File: config.mk
export PLATFORM = sky130hd
export DESIGN_NAME = alu_exec_unit
export DESIGN_NICKNAME = d
export VERILOG_FILES = /design/src/rtl/alu_exec_pkg.sv /design/src/rtl/alu_comb_core.sv /design/src/rtl/alu_exec_unit.sv
export SDC_FILE = /design/constraint.sdc
export NUM_CORES = 1
export LEC_CHECK = 0
export BUFFER_PORTS_ARGS = -buffer_cell sky130_fd_sc_hd__buf_4
export CORE_MARGIN = 1
export CORE_UTILIZATION = 25
export CTS_BUF_LIST = sky130_fd_sc_hd__clkbuf_16
export CTS_CLUSTER_DIAMETER = 40
export DETAILED_ROUTE_END_ITERATION = 7
export PLACE_DENSITY = 0.43
export REMOVE_ABC_BUFFERS = 1
export SLEW_MARGIN = 20
export SYNTH_ARGS = -nofsm -noshare
export SYNTH_HDL_FRONTEND = slang
export SYNTH_SLANG_ARGS = --single-unit
File: constraint.sdc
create_clock -name clk -period 3.3 [get_ports clk]
set_clock_uncertainty 0.2 [all_clocks]
set_input_delay 0.165 -clock clk [delete_from_list [all_inputs] [get_ports clk]]
set_output_delay 0.165 -clock clk [all_outputs]
set_load 0.1 [all_outputs]
File: src/rtl/alu_exec_pkg.sv
// Shared op codes, FSM encoding and helpers for the ALU execute unit.
package alu_exec_pkg;

    localparam int ALU_WIDTH = 16;

    localparam logic [3:0] ALU_ROL  = 4'b0000;
    localparam logic [3:0] ALU_ROR  = 4'b0001;
    localparam logic [3:0] ALU_SLL  = 4'b0010;
    localparam logic [3:0] ALU_SRL  = 4'b0011;
    localparam logic [3:0] ALU_ADD  = 4'b0100;
    localparam logic [3:0] ALU_AND  = 4'b0101;
    localparam logic [3:0] ALU_PASS = 4'b0110;
    localparam logic [3:0] ALU_XOR  = 4'b0111;
    localparam logic [3:0] ALU_BTR  = 4'b1011;
    localparam logic [3:0] ALU_SEQ  = 4'b1100;
    localparam logic [3:0] ALU_SLT  = 4'b1101;
    localparam logic [3:0] ALU_SLE  = 4'b1110;
    localparam logic [3:0] ALU_SCO  = 4'b1111;

    typedef enum logic [1:0] {
        ST_IDLE  = 2'b00,
        ST_SHIFT = 2'b01,
        ST_DONE  = 2'b10
    } state_e;

    // Shift and rotate ops occupy the 00xx corner of the op space.
    function automatic logic is_shift_op(input logic [3:0] op);
        return (op[3:2] == 2'b00);
    endfunction

endpackage

File: src/rtl/alu_comb_core.sv
// Single-cycle ALU datapath: operand conditioning, adder, logic/set ops and flags.
// Shift ops pass a through unchanged; that is the amount-zero result.
module alu_comb_core
    import alu_exec_pkg::*;
#(
    parameter int WIDTH = ALU_WIDTH
) (
    input  logic [3:0]       alu_op,
    input  logic             inv_a,
    input  logic             inv_b,
    input  logic             cin,
    input  logic [WIDTH-1:0] a,
    input  logic [WIDTH-1:0] b,
    output logic [WIDTH-1:0] result,
    output logic             zero,
    output logic             ovf,
    output logic             err
);

    logic [WIDTH-1:0] a_c;
    logic [WIDTH-1:0] b_c;
    logic [WIDTH:0]   sum;
    logic [WIDTH:0]   sum_raw;
    logic             add_ovf;
    logic [WIDTH-1:0] a_rev;

    assign a_c     = inv_a ? ~a : a;
    assign b_c     = inv_b ? ~b : b;
    assign sum     = {1'b0, a_c} + {1'b0, b_c} + {{WIDTH{1'b0}}, cin};
    assign sum_raw = {1'b0, a} + {1'b0, b};
    assign add_ovf = (a_c[WIDTH-1] == b_c[WIDTH-1]) && (sum[WIDTH-1] != a_c[WIDTH-1]);
    assign zero    = (result == '0);

    // Bit-reversal of the raw operand for BTR.
    always_comb begin
        a_rev = '0;
        for (int i = 0; i < WIDTH; i++) begin
            a_rev[i] = a[WIDTH-1-i];
        end
    end

    // Op decode; set-type results are zero-extended, unknown codes flag err.
    always_comb begin
        result = '0;
        ovf    = 1'b0;
        err    = 1'b0;
        case (alu_op)
            ALU_ROL, ALU_ROR, ALU_SLL, ALU_SRL: result = a;
            ALU_ADD: begin
                result = sum[WIDTH-1:0];
                ovf    = add_ovf;
            end
            ALU_AND:  result = a_c & b_c;
            ALU_PASS: result = a_c;
            ALU_XOR:  result = a_c ^ b_c;
            ALU_BTR:  result = a_rev;
            ALU_SEQ: begin
                result = {{(WIDTH-1){1'b0}}, (sum[WIDTH-1:0] == '0)};
                ovf    = add_ovf;
            end
            ALU_SLT: begin
                result = {{(WIDTH-1){1'b0}}, ($signed(a) < $signed(b))};
                ovf    = add_ovf;
            end
            ALU_SLE: begin
                result = {{(WIDTH-1){1'b0}}, ($signed(a) <= $signed(b))};
                ovf    = add_ovf;
            end
            ALU_SCO: begin
                result = {{(WIDTH-1){1'b0}}, sum_raw[WIDTH]};
                ovf    = add_ovf;
            end
            default:  err = 1'b1;
        endcase
    end

endmodule

File: src/rtl/alu_exec_unit.sv
// Execute-stage ALU: valid/ready in, registered result/flags out.
// Non-shift ops complete in one cycle; shifts/rotates step one bit per cycle.
module alu_exec_unit
    import alu_exec_pkg::*;
#(
    parameter int WIDTH   = ALU_WIDTH,
    parameter int SHAMT_W = 4
) (
    input  logic             clk,
    input  logic             rst_n,
    input  logic             in_valid,
    output logic             in_ready,
    input  logic [3:0]       alu_op,
    input  logic             inv_a,
    input  logic             inv_b,
    input  logic             cin,
    input  logic [WIDTH-1:0] a,
    input  logic [WIDTH-1:0] b,
    output logic             out_valid,
    input  logic             out_ready,
    output logic [WIDTH-1:0] result,
    output logic             zero,
    output logic             ovf,
    output logic             err
);

    localparam logic [SHAMT_W-1:0] CNT_ONE = SHAMT_W'(1);

    state_e             state_q;
    logic [WIDTH-1:0]   result_q;
    logic               zero_q;
    logic               ovf_q;
    logic               err_q;
    logic [SHAMT_W-1:0] cnt_q;
    logic [1:0]         sop_q;
    logic [WIDTH-1:0]   shift_d;
    logic [SHAMT_W-1:0] amt;

    logic [WIDTH-1:0]   core_result;
    logic               core_zero;
    logic               core_ovf;
    logic               core_err;

    assign amt       = b[SHAMT_W-1:0];
    assign in_ready  = (state_q == ST_IDLE);
    assign out_valid = (state_q == ST_DONE);
    assign result    = result_q;
    assign zero      = zero_q;
    assign ovf       = ovf_q;
    assign err       = err_q;

    alu_comb_core #(.WIDTH(WIDTH)) u_core (
        .alu_op (alu_op),
        .inv_a  (inv_a),
        .inv_b  (inv_b),
        .cin    (cin),
        .a      (a),
        .b      (b),
        .result (core_result),
        .zero   (core_zero),
        .ovf    (core_ovf),
        .err    (core_err)
    );

    // One-bit step of the serial shifter for the latched shift op.
    always_comb begin
        case (sop_q)
            2'b00:   shift_d = {result_q[WIDTH-2:0], result_q[WIDTH-1]};
            2'b01:   shift_d = {result_q[0], result_q[WIDTH-1:1]};
            2'b10:   shift_d = {result_q[WIDTH-2:0], 1'b0};
            default: shift_d = {1'b0, result_q[WIDTH-1:1]};
        endcase
    end

    // Control FSM with registered result and flags; result_q doubles as shift register.
    always_ff @(posedge clk or negedge rst_n) begin
        if (!rst_n) begin
            state_q  <= ST_IDLE;
            result_q <= '0;
            zero_q   <= 1'b0;
            ovf_q    <= 1'b0;
            err_q    <= 1'b0;
            cnt_q    <= '0;
            sop_q    <= 2'b00;
        end else begin
            case (state_q)
                ST_IDLE: begin
                    if (in_valid) begin
                        if (is_shift_op(alu_op) && (amt != '0)) begin
                            result_q <= a;
                            cnt_q    <= amt;
                            sop_q    <= alu_op[1:0];
                            zero_q   <= 1'b0;
                            ovf_q    <= 1'b0;
                            err_q    <= 1'b0;
                            state_q  <= ST_SHIFT;
                        end else begin
                            result_q <= core_result;
                            zero_q   <= core_zero;
                            ovf_q    <= core_ovf;
                            err_q    <= core_err;
                            state_q  <= ST_DONE;
                        end
                    end
                end
                ST_SHIFT: begin
                    result_q <= shift_d;
                    cnt_q    <= cnt_q - CNT_ONE;
                    if (cnt_q == CNT_ONE) begin
                        zero_q  <= (shift_d == '0);
                        state_q <= ST_DONE;
                    end
                end
                ST_DONE: begin
                    if (out_ready) begin
                        state_q <= ST_IDLE;
                    end
                end
                default: state_q <= ST_IDLE;
            endcase
        end
    end

endmodule

==> results.md <==
- Outcome: finished, violations left
- Violated checks: setup timing
- Routed Antenna Nets: 0
- # IOs: between 60 and 70
- #FFs+latches synth: 27
- RSZ-0062 raised after global routing: yes
- Post-Syn Area: ~4500 um^2
- Final wirelength: approximately 18000 um
- Die W: 136 um
- Num CTS Buffers: 3
- Max transition margin: around two fifths
- Top post-synthesis cells by count: ha_1 (50), nand2_1 (50), a21oi_1 (44), inv_1 (44), o21ai_0 (43)
- Final Cycle Share: 102%
- Gr usage total: slightly below 20%
- Fin crit period: 3.35 ns
- Syn_area_per_cell: between 7 and 8 um^2
- Mapped Cells: around 590
- Starting Density: around a quarter
- PortBufs: between 60 and 70
- Clk Latency, worst-skew pair: 0.27 ns
- Share of cells above drive strength 1: a little over a quarter
- Vias in the first global route: between 4000 and 5000
- Worst slew pin tran: ~0.9 ns
- Hold Vio Cnt, Final: 0
- Final #Nets: between 800 and 900
- Data required, critical path: 3.31 ns
- Core Box Area: about 17000 um^2
- Min-delay worst type: in2reg
- Iter 0 DRT Violations: about 280
- Max cap viols: 0
- Leakage: 0.00280 uW
- Worst setup margin: -0.0545 ns
- Area delta synth->final: 34.2%
- DP HPWL: 14700 um
- Via count: approximately 5100
- # diodes: 0
- Global placer's final weighted congestion: just over 0.9
- Peak VDD IR: 858 uV
- WP data arrival: around 3.4 ns
- Clk sinks: 27
- Setup WS pre-CTS: -0.447 ns
- Vias/cell: 5.32
- TritonRoute pass-1 iters: 6
- Yosys top cell by area: dfrtp_1
- Crit-path max cell delay: 0.40 ns
- First-pass GRT wire length: roughly 28000 um
- Cell breakdown of the critical path: buf_4 -> buf_6 -> xor2_1 -> ha_1 -> nor2b_4 -> o2111a_2 -> or3_4 -> a2111oi_4 -> nand4bb_1 -> a2111o_1 -> o41a_1 -> o21a_1 -> a21oi_2
- Setup crit start kind: primary input
- CTS max path bufs: 2
- Synth top area share: between 10% and 20%
- Fmax: 298 MHz
- Pins Over Slew Limit: 0
- Crit-path max FO: 10
- Average routed wire per standard cell: about 19 um
- Crit end category: flop
- Clk pin slew, worst setup/hold paths: 0.07 ns
- Yosys warns: 0
- Leading post-synthesis cells by cell area: dfrtp_1 (15%), ha_1 (14%), xor2_1 (7.2%)
- CTS tree: yes
- Crit Path Class: in2reg
- DRC: 0
- Die Y-Extent: approximately 140 um
- Initial antenna violation count: 0
- H-tree depth: 1
- Pwr Density: around 650 nW/um^2
- Setup Viol. Count Final: 1
- Grt total ovfl: 0
- EDFF count, synth: 0
- Post-synthesis sequential area ratio: ~15%
- Hold Worst Slack: 0.00641 ns
- Max stage delay cell, worst path: a2111o_1
- Largest net degree at the start of global routing: 28
- Most used DFF post-synth: dfrtp_1
- Die footprint: about 19000 um^2
- Root Buffer: clkbuf_16
- Unique masters post-synth: 72
- Row count: between 40 and 50
- Fraction of registers with async set/reset: between 90% and 100%
## path summary, 6_finish.rpt
check / startpoint / end / slack (ns) / depth (start not counted)
max: inv_b / result[0] / -0.05 / 13
min reg2reg: err / err / 0.30 / 2
min: b[2] / cnt_q[2] / 0.006 / 2
max reg2reg: state_q[0] / zero / 0.76 / 9
min in group asynchronous: rst_n / result[6] / 0.14 / 2
max in group asynchronous: rst_n / cnt_q[0] / 2.47 / 2
## critical path, delay by kind of cell
family / cells / cell delay [ns]
XOR/XNOR: 1 / 0.24
AND/OR/NAND/NOR: 3 / 0.63
adder cells (fa/ha/maj): 1 / 0.29
AO/OA/AOI/OAI: 6 / 1.73
buffers and inverters: 2 / 0.30
## cells by family after synthesis
| family | after synthesis | share of synthesized area (%) |
|---|---|---|
| and+or+nand+nor | 178 | 21.3 |
| adders and majority gates | 52 | 14.8 |
| buffers and inverters | 82 | 7.22 |
| muxes | 17 | 3.89 |
| xor gates and xnor gates | 41 | 7.97 |
| DFF | 27 | 15.0 |
| AOI/OAI and AO/OA | 195 | 29.8 |
## cell type report
| cell class | count | area (um^2) |
|---|---|---|
| sequential | 27 | 676 |
| multi-input combinational | 483 | 3570 |
| tap | 225 | 282 |
| clock inverter | 1 | 5.00 |
| timing repair buffer | 166 | 1270 |
| clock buffer | 3 | 75.1 |
| fill | 1895 | 11400 |
| inverter | 45 | 169 |
## power by group
part	total (uW)	internal (uW)	switching, uW
Combinational	2920	967	1950
Sequential	722	490	231
Clock	295	164	130
## timing repair
action | CTS | global route
pin swaps | 0 | 3
resized for setup | 10 | 10
hold endpoints to repair | 27 | 0
setup endpoints to repair | 2 | 4
hold buffers | 1 | 0
buffers inserted | 0 | 2
## state kept, by name, summed over array words and instances (netlist names)
register and cells:
result 16, cnt_q 4, sop_q 2, state_q 2, err 1, ovf 1
zero 1
## per-layer routing
metal / global-route usage, % / wire length [um] / vias to the layer above
met2: 34.0 / 8750 / 138
met1: 26.8 / 8470 / 2454
li1: - / - / 2451
met4: 3.40 / 184 / 0
met5: 0 / 0 / -
met3: 1.08 / 671 / 15
## metrics by stage
| stage | cells | power [uW] | setup TNS, ns | util (%) | cell area [um^2] |
|---|---|---|---|---|---|
| 6_report | 950 | 3930 | -0.0545 | 34.7 | 6050 |
| 5_1_grt | 950 | 4180 | -0.180 | 34.7 | 6050 |
| 4_1_cts | 948 | 3910 | -0.0266 | 34.4 | 5990 |
| 3_5_place_dp | 943 | 3600 | -1.54 | 33.6 | 5860 |
| 3_3_place_gp | 943 | 3580 | -1.19 | 33.6 | 5860 |
| 2_1_floorplan | 555 | 2610 | -0.0781 | - | 4350 |
## cells in the final DEF (no fill, tap or decap), drive strengths merged, types with 7 or more instances in the layout
cell and n:
a221oi 15, nand3 10, buf 165, xor2 37, o21ai 45, mux2i 13, nand2b 7, a21oi 46
nor2b 16, o211ai 11, nor3 10, nand4 9, ha 50, o2111ai 7, a22oi 16, nand2 51
dfrtp 27, nor2 32, inv 44
(Power assumes the default switching activity.)
